**src/rtl/cpu_status_reg_if.sv**
```systemverilog
// Bundle between the control sequencer / ALU and the processor status register.
// Master drives control, ALU flags and interrupt lines; slave returns P, branch and interrupt status.
// Ports: ALU flags, update enables, flag_op, BIT/PLP loads, branch_cond, irq_n/nmi_n, int_ack/int_nmi,
//        p_reg, p_push, carry_flag, branch_taken, irq_pending, nmi_pending (+ decimal_mode with DECIMAL_MODE_EN).
interface cpu_status_reg_if;
   logic       alu_carry;
   logic       alu_overflow;
   logic       alu_negative;
   logic       alu_zero;
   logic       upd_nz;
   logic       upd_c;
   logic       upd_v;
   logic [2:0] flag_op;
   logic       bit_load;
   logic [7:0] bit_mem;
   logic       plp_load;
   logic [7:0] plp_data;
   logic       brk_push;
   logic [2:0] branch_cond;
   logic       irq_n;
   logic       nmi_n;
   logic       int_ack;
   logic       int_nmi;
   logic [7:0] p_reg;
   logic [7:0] p_push;
   logic       carry_flag;
   logic       branch_taken;
   logic       irq_pending;
   logic       nmi_pending;
`ifdef DECIMAL_MODE_EN
   logic       decimal_mode;
`endif

   modport master (
      output alu_carry, alu_overflow, alu_negative, alu_zero,
      output upd_nz, upd_c, upd_v, flag_op,
      output bit_load, bit_mem, plp_load, plp_data,
      output brk_push, branch_cond,
      output irq_n, nmi_n, int_ack, int_nmi,
      input  p_reg, p_push, carry_flag, branch_taken,
`ifdef DECIMAL_MODE_EN
      input  decimal_mode,
`endif
      input  irq_pending, nmi_pending
   );

   modport slave (
      input  alu_carry, alu_overflow, alu_negative, alu_zero,
      input  upd_nz, upd_c, upd_v, flag_op,
      input  bit_load, bit_mem, plp_load, plp_data,
      input  brk_push, branch_cond,
      input  irq_n, nmi_n, int_ack, int_nmi,
      output p_reg, p_push, carry_flag, branch_taken,
`ifdef DECIMAL_MODE_EN
      output decimal_mode,
`endif
      output irq_pending, nmi_pending
   );
endinterface

```
**src/rtl/cpu_status_reg.sv**
```systemverilog
// Processor status (P) register stage downstream of the 8-bit ALU: flag capture,
// flag instructions, BIT, PLP, push formatting, branch evaluation and IRQ/NMI pending state.
// Ports: clk, rst (sync, active high), bus (cpu_status_reg_if.slave).
// Build option: DECIMAL_MODE_EN makes D a real flag and adds bus.decimal_mode;
// without it D is hardwired to 0.
module cpu_status_reg #(
   parameter logic [7:0] RESET_P = 8'h24
) (
   input logic             clk,
   input logic             rst,
   cpu_status_reg_if.slave bus
);

   logic r_n;
   logic r_v;
   logic r_i;
   logic r_z;
   logic r_c;
`ifdef DECIMAL_MODE_EN
   logic r_d;
`endif
   logic r_irq_q;
   logic r_nmi_prev;
   logic r_nmi_pend;

   logic w_d;
   logic w_n_nxt;
   logic w_v_nxt;
   logic w_i_nxt;
   logic w_z_nxt;
   logic w_c_nxt;
`ifdef DECIMAL_MODE_EN
   logic w_d_nxt;
`endif

   logic w_op_clc;
   logic w_op_sec;
   logic w_op_cli;
   logic w_op_sei;
   logic w_op_clv;
   logic w_op_cld;
   logic w_op_sed;

   logic w_nmi_edge;
   logic w_nmi_ack;
   logic w_br_flag;
   logic w_unused;

   // flag_op decode
   always_comb begin
      w_op_clc = 1'b0;
      w_op_sec = 1'b0;
      w_op_cli = 1'b0;
      w_op_sei = 1'b0;
      w_op_clv = 1'b0;
      w_op_cld = 1'b0;
      w_op_sed = 1'b0;
      case (bus.flag_op)
         3'd1:    w_op_clc = 1'b1;
         3'd2:    w_op_sec = 1'b1;
         3'd3:    w_op_cli = 1'b1;
         3'd4:    w_op_sei = 1'b1;
         3'd5:    w_op_clv = 1'b1;
         3'd6:    w_op_cld = 1'b1;
         3'd7:    w_op_sed = 1'b1;
         default: ;
      endcase
   end

   // Per-flag next state: PLP > flag_op > BIT > ALU > int_ack > hold
   always_comb begin
      w_c_nxt = r_c;
      if (bus.plp_load)
         w_c_nxt = bus.plp_data[0];
      else if (w_op_clc)
         w_c_nxt = 1'b0;
      else if (w_op_sec)
         w_c_nxt = 1'b1;
      else if (bus.upd_c)
         w_c_nxt = bus.alu_carry;
   end

   always_comb begin
      w_z_nxt = r_z;
      if (bus.plp_load)
         w_z_nxt = bus.plp_data[1];
      else if (bus.bit_load || bus.upd_nz)
         w_z_nxt = bus.alu_zero;
   end

   always_comb begin
      w_i_nxt = r_i;
      if (bus.plp_load)
         w_i_nxt = bus.plp_data[2];
      else if (w_op_cli)
         w_i_nxt = 1'b0;
      else if (w_op_sei)
         w_i_nxt = 1'b1;
      else if (bus.int_ack)
         w_i_nxt = 1'b1;
   end

`ifdef DECIMAL_MODE_EN
   always_comb begin
      w_d_nxt = r_d;
      if (bus.plp_load)
         w_d_nxt = bus.plp_data[3];
      else if (w_op_cld)
         w_d_nxt = 1'b0;
      else if (w_op_sed)
         w_d_nxt = 1'b1;
   end
   assign w_d = r_d;
   assign w_unused = ^{bus.plp_data[5:4]};
`else
   assign w_d = 1'b0;
   assign w_unused = ^{bus.plp_data[5:3], w_op_cld, w_op_sed};
`endif

   always_comb begin
      w_v_nxt = r_v;
      if (bus.plp_load)
         w_v_nxt = bus.plp_data[6];
      else if (w_op_clv)
         w_v_nxt = 1'b0;
      else if (bus.bit_load)
         w_v_nxt = bus.bit_mem[6];
      else if (bus.upd_v)
         w_v_nxt = bus.alu_overflow;
   end

   always_comb begin
      w_n_nxt = r_n;
      if (bus.plp_load)
         w_n_nxt = bus.plp_data[7];
      else if (bus.bit_load)
         w_n_nxt = bus.bit_mem[7];
      else if (bus.upd_nz)
         w_n_nxt = bus.alu_negative;
   end

   // Falling NMI edge; an edge coinciding with an ack re-arms pending
   assign w_nmi_edge = r_nmi_prev & ~bus.nmi_n;
   assign w_nmi_ack  = bus.int_ack & bus.int_nmi;

   always_ff @(posedge clk) begin
      if (rst) begin
         r_n        <= RESET_P[7];
         r_v        <= RESET_P[6];
         r_i        <= RESET_P[2];
         r_z        <= RESET_P[1];
         r_c        <= RESET_P[0];
`ifdef DECIMAL_MODE_EN
         r_d        <= RESET_P[3];
`endif
         r_irq_q    <= 1'b0;
         r_nmi_prev <= 1'b1;
         r_nmi_pend <= 1'b0;
      end else begin
         r_n        <= w_n_nxt;
         r_v        <= w_v_nxt;
         r_i        <= w_i_nxt;
         r_z        <= w_z_nxt;
         r_c        <= w_c_nxt;
`ifdef DECIMAL_MODE_EN
         r_d        <= w_d_nxt;
`endif
         r_irq_q    <= ~bus.irq_n;
         r_nmi_prev <= bus.nmi_n;
         r_nmi_pend <= w_nmi_edge | (r_nmi_pend & ~w_nmi_ack);
      end
   end

   // branch_cond[2:1] picks the flag, branch_cond[0] the value that takes it
   always_comb begin
      w_br_flag = r_z;
      case (bus.branch_cond[2:1])
         2'b00:   w_br_flag = r_n;
         2'b01:   w_br_flag = r_v;
         2'b10:   w_br_flag = r_c;
         default: w_br_flag = r_z;
      endcase
   end

   assign bus.p_reg        = {r_n, r_v, 1'b1, 1'b0, w_d, r_i, r_z, r_c};
   assign bus.p_push       = {r_n, r_v, 1'b1, bus.brk_push, w_d, r_i, r_z, r_c};
   assign bus.carry_flag   = r_c;
   assign bus.branch_taken = (w_br_flag == bus.branch_cond[0]);
   assign bus.irq_pending  = r_irq_q & ~r_i;
   assign bus.nmi_pending  = r_nmi_pend;
`ifdef DECIMAL_MODE_EN
   assign bus.decimal_mode = r_d;
`endif

endmodule

```
**src/flat_wrapper.sv**
```systemverilog
// flat-port wrapper written by rule: the top's interface ports become plain ports
module cpu_status_reg_flat 
#(
   parameter logic [7:0] RESET_P = 8'h24
)
  (clk, rst, bus_alu_carry, bus_alu_overflow, bus_alu_negative, bus_alu_zero, bus_upd_nz, bus_upd_c, bus_upd_v, bus_flag_op, bus_bit_load, bus_bit_mem, bus_plp_load, bus_plp_data, bus_brk_push, bus_branch_cond, bus_irq_n, bus_nmi_n, bus_int_ack, bus_int_nmi, bus_p_reg, bus_p_push, bus_carry_flag, bus_branch_taken, bus_irq_pending, bus_nmi_pending);
  cpu_status_reg_if bus_i ();
  input logic clk;
  input logic rst;
  input wire logic [$bits(bus_i.alu_carry)-1:0] bus_alu_carry;
  input wire logic [$bits(bus_i.alu_overflow)-1:0] bus_alu_overflow;
  input wire logic [$bits(bus_i.alu_negative)-1:0] bus_alu_negative;
  input wire logic [$bits(bus_i.alu_zero)-1:0] bus_alu_zero;
  input wire logic [$bits(bus_i.upd_nz)-1:0] bus_upd_nz;
  input wire logic [$bits(bus_i.upd_c)-1:0] bus_upd_c;
  input wire logic [$bits(bus_i.upd_v)-1:0] bus_upd_v;
  input wire logic [$bits(bus_i.flag_op)-1:0] bus_flag_op;
  input wire logic [$bits(bus_i.bit_load)-1:0] bus_bit_load;
  input wire logic [$bits(bus_i.bit_mem)-1:0] bus_bit_mem;
  input wire logic [$bits(bus_i.plp_load)-1:0] bus_plp_load;
  input wire logic [$bits(bus_i.plp_data)-1:0] bus_plp_data;
  input wire logic [$bits(bus_i.brk_push)-1:0] bus_brk_push;
  input wire logic [$bits(bus_i.branch_cond)-1:0] bus_branch_cond;
  input wire logic [$bits(bus_i.irq_n)-1:0] bus_irq_n;
  input wire logic [$bits(bus_i.nmi_n)-1:0] bus_nmi_n;
  input wire logic [$bits(bus_i.int_ack)-1:0] bus_int_ack;
  input wire logic [$bits(bus_i.int_nmi)-1:0] bus_int_nmi;
  output wire logic [$bits(bus_i.p_reg)-1:0] bus_p_reg;
  output wire logic [$bits(bus_i.p_push)-1:0] bus_p_push;
  output wire logic [$bits(bus_i.carry_flag)-1:0] bus_carry_flag;
  output wire logic [$bits(bus_i.branch_taken)-1:0] bus_branch_taken;
  output wire logic [$bits(bus_i.irq_pending)-1:0] bus_irq_pending;
  output wire logic [$bits(bus_i.nmi_pending)-1:0] bus_nmi_pending;
  assign bus_i.alu_carry = bus_alu_carry;
  assign bus_i.alu_overflow = bus_alu_overflow;
  assign bus_i.alu_negative = bus_alu_negative;
  assign bus_i.alu_zero = bus_alu_zero;
  assign bus_i.upd_nz = bus_upd_nz;
  assign bus_i.upd_c = bus_upd_c;
  assign bus_i.upd_v = bus_upd_v;
  assign bus_i.flag_op = bus_flag_op;
  assign bus_i.bit_load = bus_bit_load;
  assign bus_i.bit_mem = bus_bit_mem;
  assign bus_i.plp_load = bus_plp_load;
  assign bus_i.plp_data = bus_plp_data;
  assign bus_i.brk_push = bus_brk_push;
  assign bus_i.branch_cond = bus_branch_cond;
  assign bus_i.irq_n = bus_irq_n;
  assign bus_i.nmi_n = bus_nmi_n;
  assign bus_i.int_ack = bus_int_ack;
  assign bus_i.int_nmi = bus_int_nmi;
  assign bus_p_reg = bus_i.p_reg;
  assign bus_p_push = bus_i.p_push;
  assign bus_carry_flag = bus_i.carry_flag;
  assign bus_branch_taken = bus_i.branch_taken;
  assign bus_irq_pending = bus_i.irq_pending;
  assign bus_nmi_pending = bus_i.nmi_pending;
  cpu_status_reg #(.RESET_P(RESET_P)) u_core (.clk(clk), .rst(rst), .bus(bus_i));
endmodule
```
**config.mk**
```make
export PLATFORM = sky130hd
export DESIGN_NAME = cpu_status_reg_flat
export DESIGN_NICKNAME = d
export VERILOG_FILES = /design/src/rtl/cpu_status_reg_if.sv /design/src/rtl/cpu_status_reg.sv /design/src/flat_wrapper.sv
export SDC_FILE = /design/constraint.sdc
export NUM_CORES = 1
export LEC_CHECK = 0
export CORE_UTILIZATION = 27
export DETAILED_ROUTE_END_ITERATION = 6
export HOLD_SLACK_MARGIN = 0.05
export MAX_ROUTING_LAYER = met4
export PLACE_DENSITY = 0.76
export SLEW_MARGIN = 20
export SYNTH_ARGS = -nofsm -noshare
export SYNTH_HDL_FRONTEND = slang
export SYNTH_SLANG_ARGS = --single-unit
export TNS_END_PERCENT = 20
```
**constraint.sdc**
```tcl
create_clock -name clk -period 1.2 [get_ports clk]
set_input_delay 0.18 -clock clk [delete_from_list [all_inputs] [get_ports clk]]
set_output_delay 0.18 -clock clk [all_outputs]
set_load 0.01 [all_outputs]
```
-- Word level (Yosys, flattened, before mapping)
Cells that the tools add are included.
- register bits: 8
- bits of input ports: 38
- output and inout bits: 20
- logic and storage cells: 55
- eq/ne operators: 8
- mux-type cells: 23
- bitwise logic cells: 9
- reduce and logical (&&, ||, !) cells: 7
- operator list (operator ; number):
    1-bit 2-to-1 mux ; 22
    4-bit nonzero test ; 3
    3-bit by 2-bit equality test with 1-bit output (second input constant) ; 2
    3-bit equality test (second input constant) ; 2
    1-bit bitwise AND ; 4
    1-bit NOT ; 4
    3-bit by 1-bit equality test with 1-bit output (second input constant) ; 1
    1-bit one-hot mux with 3 select lines ; 1
    3-bit nonzero test ; 1
    2-bit by 1-bit equality test with 1-bit output (second input constant) ; 1
    2-bit equality test (second input constant) ; 1
    2-bit logical NOT ; 1
    2-bit nonzero test ; 1
    1-bit equality test ; 1
    1-bit logical OR ; 1
    1-bit OR ; 1

-- Logic depth before layout (Yosys ltp)
- word-level depth: 5
- mapped depth: 3
- depth with buffers taken out: 3

-- Worst setup path after synthesis
Ideal clock, no wire load.
- path type: register to output
- start: register u_core.r_c (netlist: u_core.bus.carry_flag)
- end: output port bus_branch_taken
- data arrival time: 1.052 ns
- data required time: 1.020 ns
- setup slack: -0.032 ns
- stages on the path, launching flop included: 3
- path buffers: 0
- path through: dfxtp_1 > mux4_2 > xnor2_1
- word-level cells in the longest chain between the ends: 2
- RTL lines (what ; line ; RTL):
    start: declaration ; cpu_status_reg.sv:18 ; logic r_c;
    start signal: assignment ; cpu_status_reg.sv:152 ; r_c <= RESET_P[0];
    start signal: assignment ; cpu_status_reg.sv:164 ; r_c <= w_c_nxt;
    1-bit one-hot mux with 3 select lines ; cpu_status_reg.sv:177 ; case (bus.branch_cond[2:1])
    1-bit equality test ; cpu_status_reg.sv:188 ; assign bus.branch_taken = (w_br_flag == bus.branch_cond[0]);
    end: declaration ; flat_wrapper.sv:31 ; output wire logic [$bits(bus_i.branch_taken)-1:0] bus_branch_taken;
No other way between the ends.

-- Worst setup path after layout
- start: register u_core.r_z
- end: output port bus_branch_taken
- word-level cells in the longest chain between the ends: 2
- RTL lines (what ; line ; RTL):
    start: declaration ; cpu_status_reg.sv:17 ; logic r_z;
    start signal: assignment ; cpu_status_reg.sv:151 ; r_z <= RESET_P[1];
    start signal: assignment ; cpu_status_reg.sv:163 ; r_z <= w_z_nxt;
    1-bit one-hot mux with 3 select lines ; cpu_status_reg.sv:177 ;
    1-bit equality test ; cpu_status_reg.sv:188 ;
No other way between the ends.

==> summary.md <==
| Metric | Value |
|---|---|
| Result of the run | finished with violations |
| Violated checks | setup timing |
| Reg2Reg Capture Point | u_core.bus.carry_flag$_SDFFE_PP0P_ |
| Netlist cell types | 20 |
| Setup slack after layout | -0.302 ns |
| Layout cell share with drive strength beyond 1 | 19.2% |
| Worst Hold End | bus_p_push[4] |
| F_max | roughly 670 MHz |
| Cell Area, Synth | 538 um2 |
| Worst-case hold slack | about 0.36 ns |
| RSZ-0062 raised after global routing | yes |
| Overall power | approximately 760 uW |
| RR Startpoint | u_core.bus.carry_flag$_SDFFE_PP0P_ |
| Non-Filler Instances | about 130 |
| Placed inst area | 938 um2 |
| Hold-fix buffers, CTS | 0 |
| Average wire per standard cell | 9.95 um |
| Total grt overflow | 0 |
| Initial Util | 29.9% |
| Clock skew | ~0.000022 ns |
| Post-route ant nets | 0 |
| Initial DRC count | 1 |
| CTS Root Cell | clkbuf_4 |
| Endpoints failing hold | 0 |
| Die Wd | 46.6 um |
| Syn. warnings | 0 |
| Hpwl dp | ~1100 um |
| Reg2reg path depth | 4 |
| Htree depth | 1 |
| Worst setup EP type | output pin |
| Gp weighted congestion | 0.702 |
| Leak | 0.422 nW |
| Setup Viol. Count Final | 1 |
| CTS clk-pin slew, worst paths | 0.05 ns |
| Via-to-Cell Ratio | approximately 4.3 |
| CTS tree | done |
| PwrDens | between 800 and 900 nW/um2 |
| Antenna cells | 0 |
| Syn Inst Count | 65 |
| Drt total wl | about 1300 um |
| Fillers | 192 |
| Largest net degree at the start of global routing | 8 |
| Vias in the first global route | 520 |
| Via Count | 553 |
| PortBufs | 41 |
| Area delta synth->final | 74.7% |
| Mean post-synth cell area | 8.28 um2 |
| Worst-Skew Late Latency | about 0.25 ns |
| Post-synth top area share | 29.8% |
| Site Rows | 15 |
| First-pass GRT wire length | 2030 um |
| Die Y | 46.6 um |
| Synth top area cells | dfxtp_1 30%, buf_4 22%, mux2_2 6.3% |
| Dominant cell type by area after synthesis | dfxtp_1 |
| Post-synthesis sequential area ratio | 29.8% |
| CTS sink cnt | 8 |
| Hold Crit Start | bus_brk_push |
| Nets | 144 |
| Commonest non-fill, non-tap cells in the layout | 26 x clkdlybuf4s50_1, 14 x dlygate4sd2_1, 8 x buf_4, 7 x dfxtp_1 |
| CTS Buf Count | 3 |
| Initial antenna violation count | 0 |
| Worst ir drop on vdd | 539 uV |
| Tmin final | about 1.5 ns |
| Worst setup SP type | flop |
| Worst hold stages | 0 |
| Placed instance count | 126 |
| Required time worst endpoint | 1.02 ns |
| DRT Pass-1 Iters | 3 |
| Drt drc | 0 |
| Core box area | between 1500 and 2000 um2 |
| Maxcap violations | 0 |
| Max Slew Vio Count | 0 |
| Fin area | about 940 um2 |
| # IOs | 58 |
| Clk buf depth | 2 |
| Hold Path Class | in -> out |
| CP max FO | 2 |
| Die footprint | about 2200 um2 |
| GRT Resource Usage Total | between 10% and 20% |
| Critical Path AT | 1.32 ns |
| Crit path kind | reg -> out |
| Flop-to-flop setup slack | 0.12 ns |
| Final worst path period share | 125% |
| Commonest non-fill, non-tap cell in the layout | clkdlybuf4s50_1 |
| Seq cells post-synth | 8 |
| Post-CTS setup buffers | 0 |
-- metal layers --
metal	track usage (%)	vias to the layer above	share of wire, %
met5	-	-	0
met3	2.35	4	8.0
met4	9.14	0	2.5
met1	13.9	244	39
li1	-	278	-
met2	24.4	27	51
-- critical path, cell delays in order, from the launching register on --
cell and delay [ns]:
dfxtp_2 0.31, mux4_2 0.48, xnor2_2 0.14, buf_2 0.14
-- how the worst max path moves through the flow --
stage / start / end / slack [ns] / cells after the start
3_5_place_dp: bus_branch_cond[2] / bus_branch_taken / -0.85 / 4
4_1_cts: u_core.r_z$_SDFFE_PP0P_ / bus_branch_taken / -0.34 / 3
5_1_grt: u_core.r_z$_SDFFE_PP0P_ / bus_branch_taken / -0.34 / 3
2_1_floorplan: u_core.bus.carry_flag$_SDFFE_PP0P_ / bus_branch_taken / 0.01 / 2
6_report: u_core.r_z$_SDFFE_PP0P_ / bus_branch_taken / -0.30 / 3
3_3_place_gp: bus_branch_cond[2] / bus_branch_taken / -0.83 / 4
-- power by group --
group	leakage [nW]	total [mW]	internal (mW)	switching (mW)
Clock	0.0138	0.201	0.114	0.0866
Combinational	0.342	0.265	0.169	0.0961
Sequential	0.0669	0.294	0.285	0.00851
Total	0.422	0.760	0.569	0.191
-- final cells by class --
class	count	area (um2)	share of cell area (%)
Timing Repair Buffer	49	448	47.7
Multi-Input combinational cell	42	269	28.6
Sequential cell	8	161	17.2
Tap cell	25	31.3	3.33
Clock buffer	3	22.5	2.40
Inverter	2	7.51	0.799
-- sequential cells by signal, summed over array words and instances, names as in the netlist --
register / cells
u_core.r_nmi_prev: 1
u_core.r_irq_q: 1
u_core.bus.nmi_pending: 1
u_core.bus.carry_flag: 1
u_core.r_z: 1
u_core.r_v: 1
u_core.r_i: 1
u_core.r_n: 1
-- per-stage QoR --
step           setup WS (ns)  util (%)  TNS (ns)
5_1_grt               -0.341      52.2    -0.341
3_5_place_dp          -0.855      52.1     -1.46
2_1_floorplan         0.0101         -         0
3_3_place_gp          -0.834      52.1     -1.37
4_1_cts               -0.340      52.1    -0.340
6_report              -0.302      52.2    -0.302
-- synth_stat cells --
master,n
nor2_1,5
dfxtp_1,8
o2111ai_1,1
or2_2,2
nand2_1,4
o211ai_1,1
a311oi_1,1
mux4_2,1
xnor2_1,1
inv_1,2
a221oi_1,1
mux2_2,3
nor2b_1,3
nand3b_1,1
o21ai_0,4
conb_1,2
a21boi_0,1
a21oi_1,5
buf_4,16
nand2b_1,3
-- timing repair --
item,in CTS,in global routing
setup endpoints to repair,14,1
pin swaps,1,1
resized for setup,18,1
-- logic make-up after synthesis --
kind of cell | synth area share [%]
AND/OR/NAND/NOR | 17.0
flip-flops | 29.8
multiplexers | 10.5
XOR/XNOR | 1.63
other | 1.40
buffers and inverters | 23.7
AO/OA/AOI/OAI | 16.0
No activity file was read; power rests on OpenSTA's default activity.
